`config.mk`:
```
export PLATFORM = sky130hd
export DESIGN_NAME = eth_tx_arbiter
export DESIGN_NICKNAME = d
export VERILOG_FILES = /design/src/rtl/eth_types_pkg.sv /design/src/rtl/eth_tx_arbiter_rr_picker.sv /design/src/rtl/eth_tx_arbiter.sv
export SDC_FILE = /design/constraint.sdc
export NUM_CORES = 1
export LEC_CHECK = 0
export BUFFER_PORTS_ARGS = -buffer_cell sky130_fd_sc_hd__clkbuf_2
export CAP_MARGIN = 20
export CORE_MARGIN = 2
export CORE_UTILIZATION = 30
export DETAILED_ROUTE_END_ITERATION = 7
export GPL_ROUTABILITY_DRIVEN = 0
export HOLD_SLACK_MARGIN = 0.05
export SETUP_SLACK_MARGIN = 0.4
export SYNTH_ARGS = -nofsm -noshare
export SYNTH_HDL_FRONTEND = slang
export SYNTH_SLANG_ARGS = --single-unit
```
`constraint.sdc`:
```
create_clock -name clk -period 2.37 [get_ports clk]
set_clock_uncertainty 0.05 [all_clocks]
set_input_delay 0.237 -clock clk [delete_from_list [all_inputs] [get_ports clk]]
set_output_delay 0.237 -clock clk [all_outputs]
set_load 0.01 [all_outputs]
```
`src/rtl/eth_types_pkg.sv`:
```
// Shared Ethernet TX types: arbiter state encoding and frame timing constants.
// Combinational helpers only; no storage and no flow control.
package eth_types_pkg;

   typedef enum logic [1:0] {
      IDLE   = 2'd0,
      STREAM = 2'd1,
      DRAIN  = 2'd2,
      GAP    = 2'd3
   } tx_arb_states;

   localparam int ETH_IFG_BYTES    = 12;
   localparam int ETH_MAX_FRAME    = 1514;
   localparam int ETH_CLK_PER_BYTE = 4;

   // RMII moves two bits per 50 MHz clock, so one byte spans four clocks.
   function automatic int byte_times_to_clks(input int nbytes);
      return nbytes * ETH_CLK_PER_BYTE;
   endfunction

endpackage

```
`src/rtl/eth_tx_arbiter_rr_picker.sv`:
```
// rr_picker: one-hot round-robin winner, search begins one past rr_ptr.
// Latency: purely combinational. Backpressure: none, pure function of req/rr_ptr.
// ETH_TX_ARB_PRIORITY_EN: requester 0 overrides; the others rotate among themselves.
module rr_picker #(
   parameter int NUM_REQ = 2
) (
   input  logic [NUM_REQ-1:0]         req,
   input  logic [$clog2(NUM_REQ)-1:0] rr_ptr,
   output logic [NUM_REQ-1:0]         winner
);
   localparam int PW = $clog2(NUM_REQ);

   logic [NUM_REQ-1:0]   cand;
   logic [NUM_REQ-1:0]   rot_lo;
   logic [NUM_REQ-1:0]   first;
   logic [2*NUM_REQ-1:0] win_dbl;
   logic [PW:0]          start;

   // Rotate so the search start sits at bit 0, take the lowest set bit, rotate back.
   // A shift of NUM_REQ is equivalent to zero, so no modulo is needed.
   always_comb begin
`ifdef ETH_TX_ARB_PRIORITY_EN
      cand = req & ~NUM_REQ'(1);
`else
      cand = req;
`endif
      start   = {1'b0, rr_ptr} + (PW+1)'(1);
      rot_lo  = NUM_REQ'({cand, cand} >> start);
      first   = rot_lo & (~rot_lo + NUM_REQ'(1));
      win_dbl = {{NUM_REQ{1'b0}}, first} << start;
      winner  = win_dbl[NUM_REQ-1:0] | win_dbl[2*NUM_REQ-1:NUM_REQ];
`ifdef ETH_TX_ARB_PRIORITY_EN
      if (req[0]) begin
         winner = NUM_REQ'(1);
      end
`endif
   end

endmodule

```
`src/rtl/eth_tx_arbiter.sv`:
```
// eth_tx_arbiter: grants one byte-stream requester the TX path, enforces IFG and max length.
// Latency: 1 clk req->grant, 0 clk data pass-through while streaming.
// Backpressure: tx_ready routed to the owner's src_ready; excess bytes sunk after truncation.
// ETH_TX_ARB_PRIORITY_EN (in rr_picker) gives requester 0 fixed priority.
module eth_tx_arbiter
   import eth_types_pkg::*;
#(
   parameter int NUM_REQ         = 2,
   parameter int IFG_CYCLES      = byte_times_to_clks(ETH_IFG_BYTES),
   parameter int MAX_FRAME_BYTES = ETH_MAX_FRAME
) (
   input  logic                 clk,
   input  logic                 resetn,
   input  logic [NUM_REQ-1:0]   req,
   input  logic [NUM_REQ*8-1:0] src_byte,
   input  logic [NUM_REQ-1:0]   src_valid,
   input  logic [NUM_REQ-1:0]   src_last,
   output logic [NUM_REQ-1:0]   src_ready,
   output logic [NUM_REQ-1:0]   grant,
   output logic [7:0]           tx_byte,
   output logic                 tx_valid,
   output logic                 tx_last,
   input  logic                 tx_ready,
   output logic                 busy,
   output logic                 frame_trunc
);
   localparam int          PW        = $clog2(NUM_REQ);
   localparam logic [15:0] TRUNC_CNT = 16'(MAX_FRAME_BYTES - 1);
   localparam logic [15:0] GAP_LOAD  = 16'(IFG_CYCLES - 1);

   tx_arb_states       state_q, state_d;
   logic [NUM_REQ-1:0] grant_q, grant_d;
   logic [PW-1:0]      gidx_q, gidx_d;
   logic [PW-1:0]      rr_ptr_q, rr_ptr_d;
   logic [15:0]        byte_cnt_q, byte_cnt_d;
   logic [15:0]        gap_cnt_q, gap_cnt_d;

   logic [NUM_REQ-1:0] winner;
   logic [PW-1:0]      win_idx;
   logic [7:0]         g_byte;
   logic               g_valid;
   logic               g_last;
   logic               hs;
   logic               trunc_hit;

   rr_picker #(.NUM_REQ(NUM_REQ)) u_rr_picker (
      .req    (req),
      .rr_ptr (rr_ptr_q),
      .winner (winner)
   );

   always_comb begin
      win_idx = '0;
      g_byte  = '0;
      g_valid = 1'b0;
      g_last  = 1'b0;
      for (int i = 0; i < NUM_REQ; i++) begin
         if (winner[i]) begin
            win_idx = PW'(i);
         end
         if (gidx_q == PW'(i)) begin
            g_byte  = src_byte[i*8 +: 8];
            g_valid = src_valid[i];
            g_last  = src_last[i];
         end
      end
   end

   always_comb begin
      state_d     = state_q;
      grant_d     = grant_q;
      gidx_d      = gidx_q;
      rr_ptr_d    = rr_ptr_q;
      byte_cnt_d  = byte_cnt_q;
      gap_cnt_d   = gap_cnt_q;
      src_ready   = '0;
      tx_byte     = '0;
      tx_valid    = 1'b0;
      tx_last     = 1'b0;
      frame_trunc = 1'b0;
      trunc_hit   = (byte_cnt_q == TRUNC_CNT);
      hs          = 1'b0;

      case (state_q)
         IDLE: begin
            if (|req) begin
               grant_d    = winner;
               gidx_d     = win_idx;
               byte_cnt_d = '0;
               state_d    = STREAM;
            end
         end

         STREAM: begin
            tx_byte   = g_byte;
            tx_valid  = g_valid;
            tx_last   = g_valid & (g_last | trunc_hit);
            src_ready = grant_q & {NUM_REQ{tx_ready}};
            hs        = g_valid & tx_ready;
            if (hs) begin
               if (byte_cnt_q != 16'hFFFF) begin
                  byte_cnt_d = byte_cnt_q + 16'd1;
               end
               // A genuine last on the limit byte ends normally, without a trunc pulse.
               if (g_last) begin
                  state_d   = GAP;
                  rr_ptr_d  = gidx_q;
                  grant_d   = '0;
                  gap_cnt_d = GAP_LOAD;
               end else if (trunc_hit) begin
                  frame_trunc = 1'b1;
                  state_d     = DRAIN;
               end
            end
         end

         DRAIN: begin
            src_ready = grant_q;
            if (g_valid & g_last) begin
               state_d   = GAP;
               rr_ptr_d  = gidx_q;
               grant_d   = '0;
               gap_cnt_d = GAP_LOAD;
            end
         end

         GAP: begin
            if (gap_cnt_q == 16'd0) begin
               state_d = IDLE;
            end else begin
               gap_cnt_d = gap_cnt_q - 16'd1;
            end
         end

         default: state_d = IDLE;
      endcase
   end

   always_ff @(posedge clk) begin
      if (!resetn) begin
         state_q    <= IDLE;
         grant_q    <= '0;
         gidx_q     <= '0;
         rr_ptr_q   <= PW'(NUM_REQ - 1);
         byte_cnt_q <= '0;
         gap_cnt_q  <= '0;
      end else begin
         state_q    <= state_d;
         grant_q    <= grant_d;
         gidx_q     <= gidx_d;
         rr_ptr_q   <= rr_ptr_d;
         byte_cnt_q <= byte_cnt_d;
         gap_cnt_q  <= gap_cnt_d;
      end
   end

   assign grant = grant_q;
   assign busy  = (state_q != IDLE);

endmodule

```
== Word-level counts from Yosys, hierarchy flattened ==
Cells that the tools add are included.

* Add/subtract/negate cells: 4
* Shift-type cells: 2
* Muxes and demuxes: 37
* Eq/ne operators: 13
* Reductions and logical operators: 14
* Bitwise operators: 8

{| class="wikitable"
|+ Operator list
! operator !! count
|-
| $mux W16 || 7
|-
| $pmux W16 S3 || 1
|-
| $pmux W16 S2 || 1
|-
| $mux W2 || 10
|-
| $add A16 B1 Y16 const B || 1
|-
| $eq A16 B11 Y1 const B || 1
|-
| $logic_not A16 Y1 || 1
|-
| $mux W8 || 2
|-
| $ne A16 B16 Y1 const B || 1
|-
| $sub A16 B1 Y16 const B || 1
|-
| $reduce_and A5 Y1 || 3
|-
| $ne A2 B2 Y1 const B || 7
|-
| $mux W1 || 12
|-
| $pmux W2 S4 || 1
|-
| $reduce_and A4 Y1 || 2
|-
| $pmux W2 S3 || 1
|-
| $reduce_bool A2 Y1 || 3
|-
| $reduce_bool A3 Y1 || 2
|-
| $and A2 B2 Y2 || 2
|-
| $eq A2 B2 Y1 const B || 2
|-
| $pmux W2 S2 || 1
|-
| $shl A2 B2 Y4 || 1
|-
| $shr A4 B2 Y2 || 1
|-
| $and A1 B1 Y1 || 3
|-
| 11 further kinds || 11
|}

* Register bits after elaboration: 38
* Bits of input ports: 25
* Logic and storage cells: 84

== Longest topological paths before layout ==
* Word-level depth: 9
* Depth in mapped cells: 9

== By module ==
Synthesis repeated with hierarchy kept, for this count alone.

* Cells, all modules: 285
* Area, all modules: 2,336.0 µm²

{| class="wikitable"
|+ By module, submodules not included
! module !! cells an instance !! times used !! area an instance (µm²)
|-
| eth_tx_arbiter || 282 || 1 || 2,317.2
|-
| rr_picker || 3 || 1 || 18.8
|}

== Least setup slack after synthesis ==
No wires, ideal clock.

* Path kind: register -> register
* Start: register state_q[0]
* End: register gap_cnt_q[4]
* Cell stages (with the launch flop): 10
* Slack: 118 ps
* Arrival time: 2,131 ps
* Buffers on the path: 2
* Required time: 2,249 ps
* Period minus slack after synthesis: 2,252 ps
* Library setup time: 71 ps
* Path through: dfxtp_1 -> inv_1 -> ha_1 -> buf_2 -> or2_1 -> a31oi_1 -> o21ai_2 -> buf_2 -> or3_2 -> a21oi_1

* Word-level cells in the longest chain between the ends: 3

{| class="wikitable"
|+ RTL lines
! item !! RTL line !! source
|-
| from (decl) || eth_tx_arbiter.sv:31 || <nowiki>tx_arb_states state_q, state_d;</nowiki>
|-
| from (signal assigned) || eth_tx_arbiter.sv:148 || <nowiki>state_q <= state_d;</nowiki>
|-
| $eq A2 B2 Y1 / $eq A2 B1 Y1 (equally long branches) || eth_tx_arbiter.sv:84 || <nowiki>case (state_q)</nowiki>
|-
| $ne A2 B2 Y1 (no line) / $reduce_bool A3 Y1 (equally long branches) || -- ||
|-
| $reduce_and A5 Y1 (no line) || -- ||
|-
| to (signal assigned) || eth_tx_arbiter.sv:153 || <nowiki>gap_cnt_q <= gap_cnt_d;</nowiki>
|-
| to (decl) || eth_tx_arbiter.sv:36 || <nowiki>logic [15:0] gap_cnt_q, gap_cnt_d;</nowiki>
|}

Several ways; a longest one is shown, not always the timed one.
A chain may end at the register's enable or synchronous reset.

== Final worst setup path ==
* Start: register gap_cnt_q[1]
* End: register state_q[1]

* Word-level cells in the longest chain between the ends: 3

{| class="wikitable"
|+ RTL lines
! item !! RTL line !! source
|-
| $logic_not A16 Y1 || eth_tx_arbiter.sv:128 || <nowiki>if (gap_cnt_q == 16'd0) begin</nowiki>
|-
| $ne A2 B2 Y1 (no line) || -- ||
|-
| $reduce_and A5 Y1 (no line) || -- ||
|}

Every way passes these cells.

==> impl_metrics.tcl <==
set metrics [dict create \
    wire_per_inst_um 14.6 \
    area_delta_synth_final_pct 44.4 \
    dr_wl_met2_um 3870 \
    avgSynthCellArea_um2 8.57 \
    core_area_mm2 0.00818 \
    end_kind "flop" \
    tightest_slew_ns 0.544 \
    critPathLaunchType "flop" \
    maxSlewViolCount 0 \
    relSlewSlack 0.634 \
    n_antenna_cell 0 \
    fill_cells 790 \
    synth_ff_type "dfxtp_1" \
    first_pass_iters 4 \
    dpl.hpwl_um 4670 \
    dr_wl_met3_um 155 \
    hp-class "in2reg" \
    post-route-min-period_ns 2.07 \
    antenna_found_initial 0 \
    start_util 0.307 \
    syn_nets 325 \
    synth_area_mm2 0.00251 \
    power_leakage_nw 1.43 \
    placed_area_mm2 0.00294 \
    maxCapViolations 0 \
    vias 2581 \
    postCtsHoldBufs 0 \
    hold_violations 0 \
    drtIter0Drc 104 \
    routed.top_layer "met4" \
    yosys.area.top_type "dfxtp_1" \
    synth-seq-cells 38 \
    die_w_um 95.5 \
    drcViolationCount 0 \
    viasPerCell 5.30 \
    cts_max_level 2 \
    finalSetupViolCount 0 \
    first_global_vias 2503 \
    max_freq_mhz 483 \
    cts.sinks 38 \
    ir_worst_vdd_mv 0.443 \
    ant_nets 0 \
    ys_top_cells_by_count "dfxtp_1 (38), a21oi_1 (24), nand2_1 (23)" \
    netlist_instances 293 \
    cts_tree "done" \
    insertion_delay_ns 0.29 \
    ys_warn_count 0 \
    status "complete, no violations" \
    synth_area_leaders "dfxtp_1 (30%), a21oi_1 (4.8%), mux2i_1 (4.4%), ha_1 (3.5%), or3_1 (3.5%)" \
    routed_wirelength_um 7110 \
    grt.total_usage 0.158 \
    die-area_mm2 0.00911 \
    fin_crit_sh 0.874 \
    power_mw 4.42 \
    instances_no_fill 487 \
    io_buffers 40 \
    power_density_mw_per_mm2 1220 \
    drive_above_1_share 0.455 \
    critPathKind "reg2reg" \
    synth_top_area_frac 0.303 \
    synth_cell_type_count 69 \
    worstPathMaxFanout 4 \
    tns_ns 0 \
    yosysSeqAreaShare 0.303 \
    crit_required_ns 2.53 \
    path_clk_slew_ns 0.08 \
    numCtsBuffers 5 \
    wl_met1_um 2990 \
    num-nets-final 413 \
    design_area_mm2 0.00362 \
    rsz0062_at_grt "yes" \
    yosysMostFrequentCell "dfxtp_1" \
    grt_max_degree 16 \
    synthArstFlopShare 0 \
    gr-total-overflow 0 \
    grt_pass1_wl_um 11500 \
    cts_buffer_depth 2 \
    cts_root_buf "clkbuf_8" \
    synth_edf_count 0 \
    die-height_um 95.5 \
    hold_ws_ns 0.275 \
    cp.arrival_ns 2.23 \
    io_pins 41 \
    core.rowCount 33 \
    placed_cells 437 \
]
-- state kept, by name (all words and copies together), names as in the netlist --
name and cells:
gap_cnt_q 16, rr_ptr_q 1, state_q 2, byte_cnt_q 16, gidx_q 1, grant 2
-- power by group --
part	switching (mW)	total, mW	internal [mW]
combinational	1.37	2.88	1.51
sequential	0.193	0.986	0.794
clock	0.245	0.560	0.314
-- critical path: stages (launching register included) --
cell and delay [ns]:
dfxtp_4 0.37, inv_4 0.06, ha_4 0.12, or3b_4 0.41
nand4b_4 0.20, a211o_1 0.34, a31oi_1 0.20, mux2i_1 0.23
-- per-layer routing --
layer | track usage | vias up
met5 | 0 | -
met4 | 0.0369 | 0
met3 | 0.0292 | 12
met2 | 0.298 | 29
met1 | 0.182 | 1260
li1 | - | 1280
-- cell usage in the layout (no fill, tap or decap), types with 4 or more instances in the layout --
cell | synthesis | final
nand3_1 | 10 | 10
mux2i_1 | 11 | 11
and3_1 | 7 | 7
o21a_1 | 6 | 6
clkbuf_2 | 0 | 39
buf_6 | 1 | 5
nor2_1 | 13 | 12
buf_4 | 1 | 44
dfxtp_1 | 38 | 25
dfxtp_4 | 0 | 4
o21ai_0 | 15 | 15
dfxtp_2 | 0 | 9
inv_4 | 0 | 4
nand3b_1 | 4 | 4
nand4_1 | 6 | 6
a21oi_1 | 24 | 18
or4_4 | 0 | 5
or3_4 | 0 | 4
a21oi_2 | 0 | 5
nor2b_1 | 12 | 11
or3_1 | 14 | 12
nand2_1 | 23 | 23
ha_4 | 0 | 5
clkbuf_8 | 0 | 5
o211ai_1 | 4 | 4
-- final cells by class --
type                    count  area [um^2]  share of cell area
clock buffers               6         72.6              0.0200
clock inverters             2         37.5              0.0104
inverters                   9         43.8              0.0121
multi-input cells         236         1930               0.533
flip-flops and latches     38          787               0.217
well taps                 105          131              0.0362
repair buffers             91          622               0.172
-- path summary, 6_finish.rpt --
path	depth (start not counted)	start	to	slack, ns
max	7	gap_cnt_q[1]$_SDFFE_PN0P_	state_q[1]$_SDFFE_PN0P_	0.30
min	4	req[0]	gidx_q$_SDFFE_PN0P_	0.28
max reg2reg	7	gap_cnt_q[1]$_SDFFE_PN0P_	state_q[1]$_SDFFE_PN0P_	0.30
min reg2reg	1	byte_cnt_q[0]$_SDFFE_PN0P_	byte_cnt_q[0]$_SDFFE_PN0P_	0.43
-- what timing repair did --
item,in CTS,in global routing
pin swaps,24,25
resized for setup,24,39
setup endpoints to repair,35,35
setup buffers,33,8
gates cloned,1,0
-- stage by stage --
| step | utilization | setup slack [ns] |
|---|---|---|
| 5_1_grt | 0.443 | 0.240 |
| 3_5_place_dp | 0.360 | 0.176 |
| 4_1_cts | 0.414 | 0.306 |
| 3_3_place_gp | 0.360 | 0.224 |
| 6_report | 0.443 | 0.300 |
| 2_1_floorplan | - | 0.335 |
-- cells by family after synthesis --
family,after synthesis,synth area share
AO/OA/AOI/OAI,79,0.230
XOR/XNOR,5,0.0175
adder cells (fa/ha/maj),7,0.0349
buffers and inverters,20,0.0359
flip-flops,38,0.303
multiplexers,13,0.0553
AND/OR/NAND/NOR,131,0.323
Power figures use the tool's default switching activity.
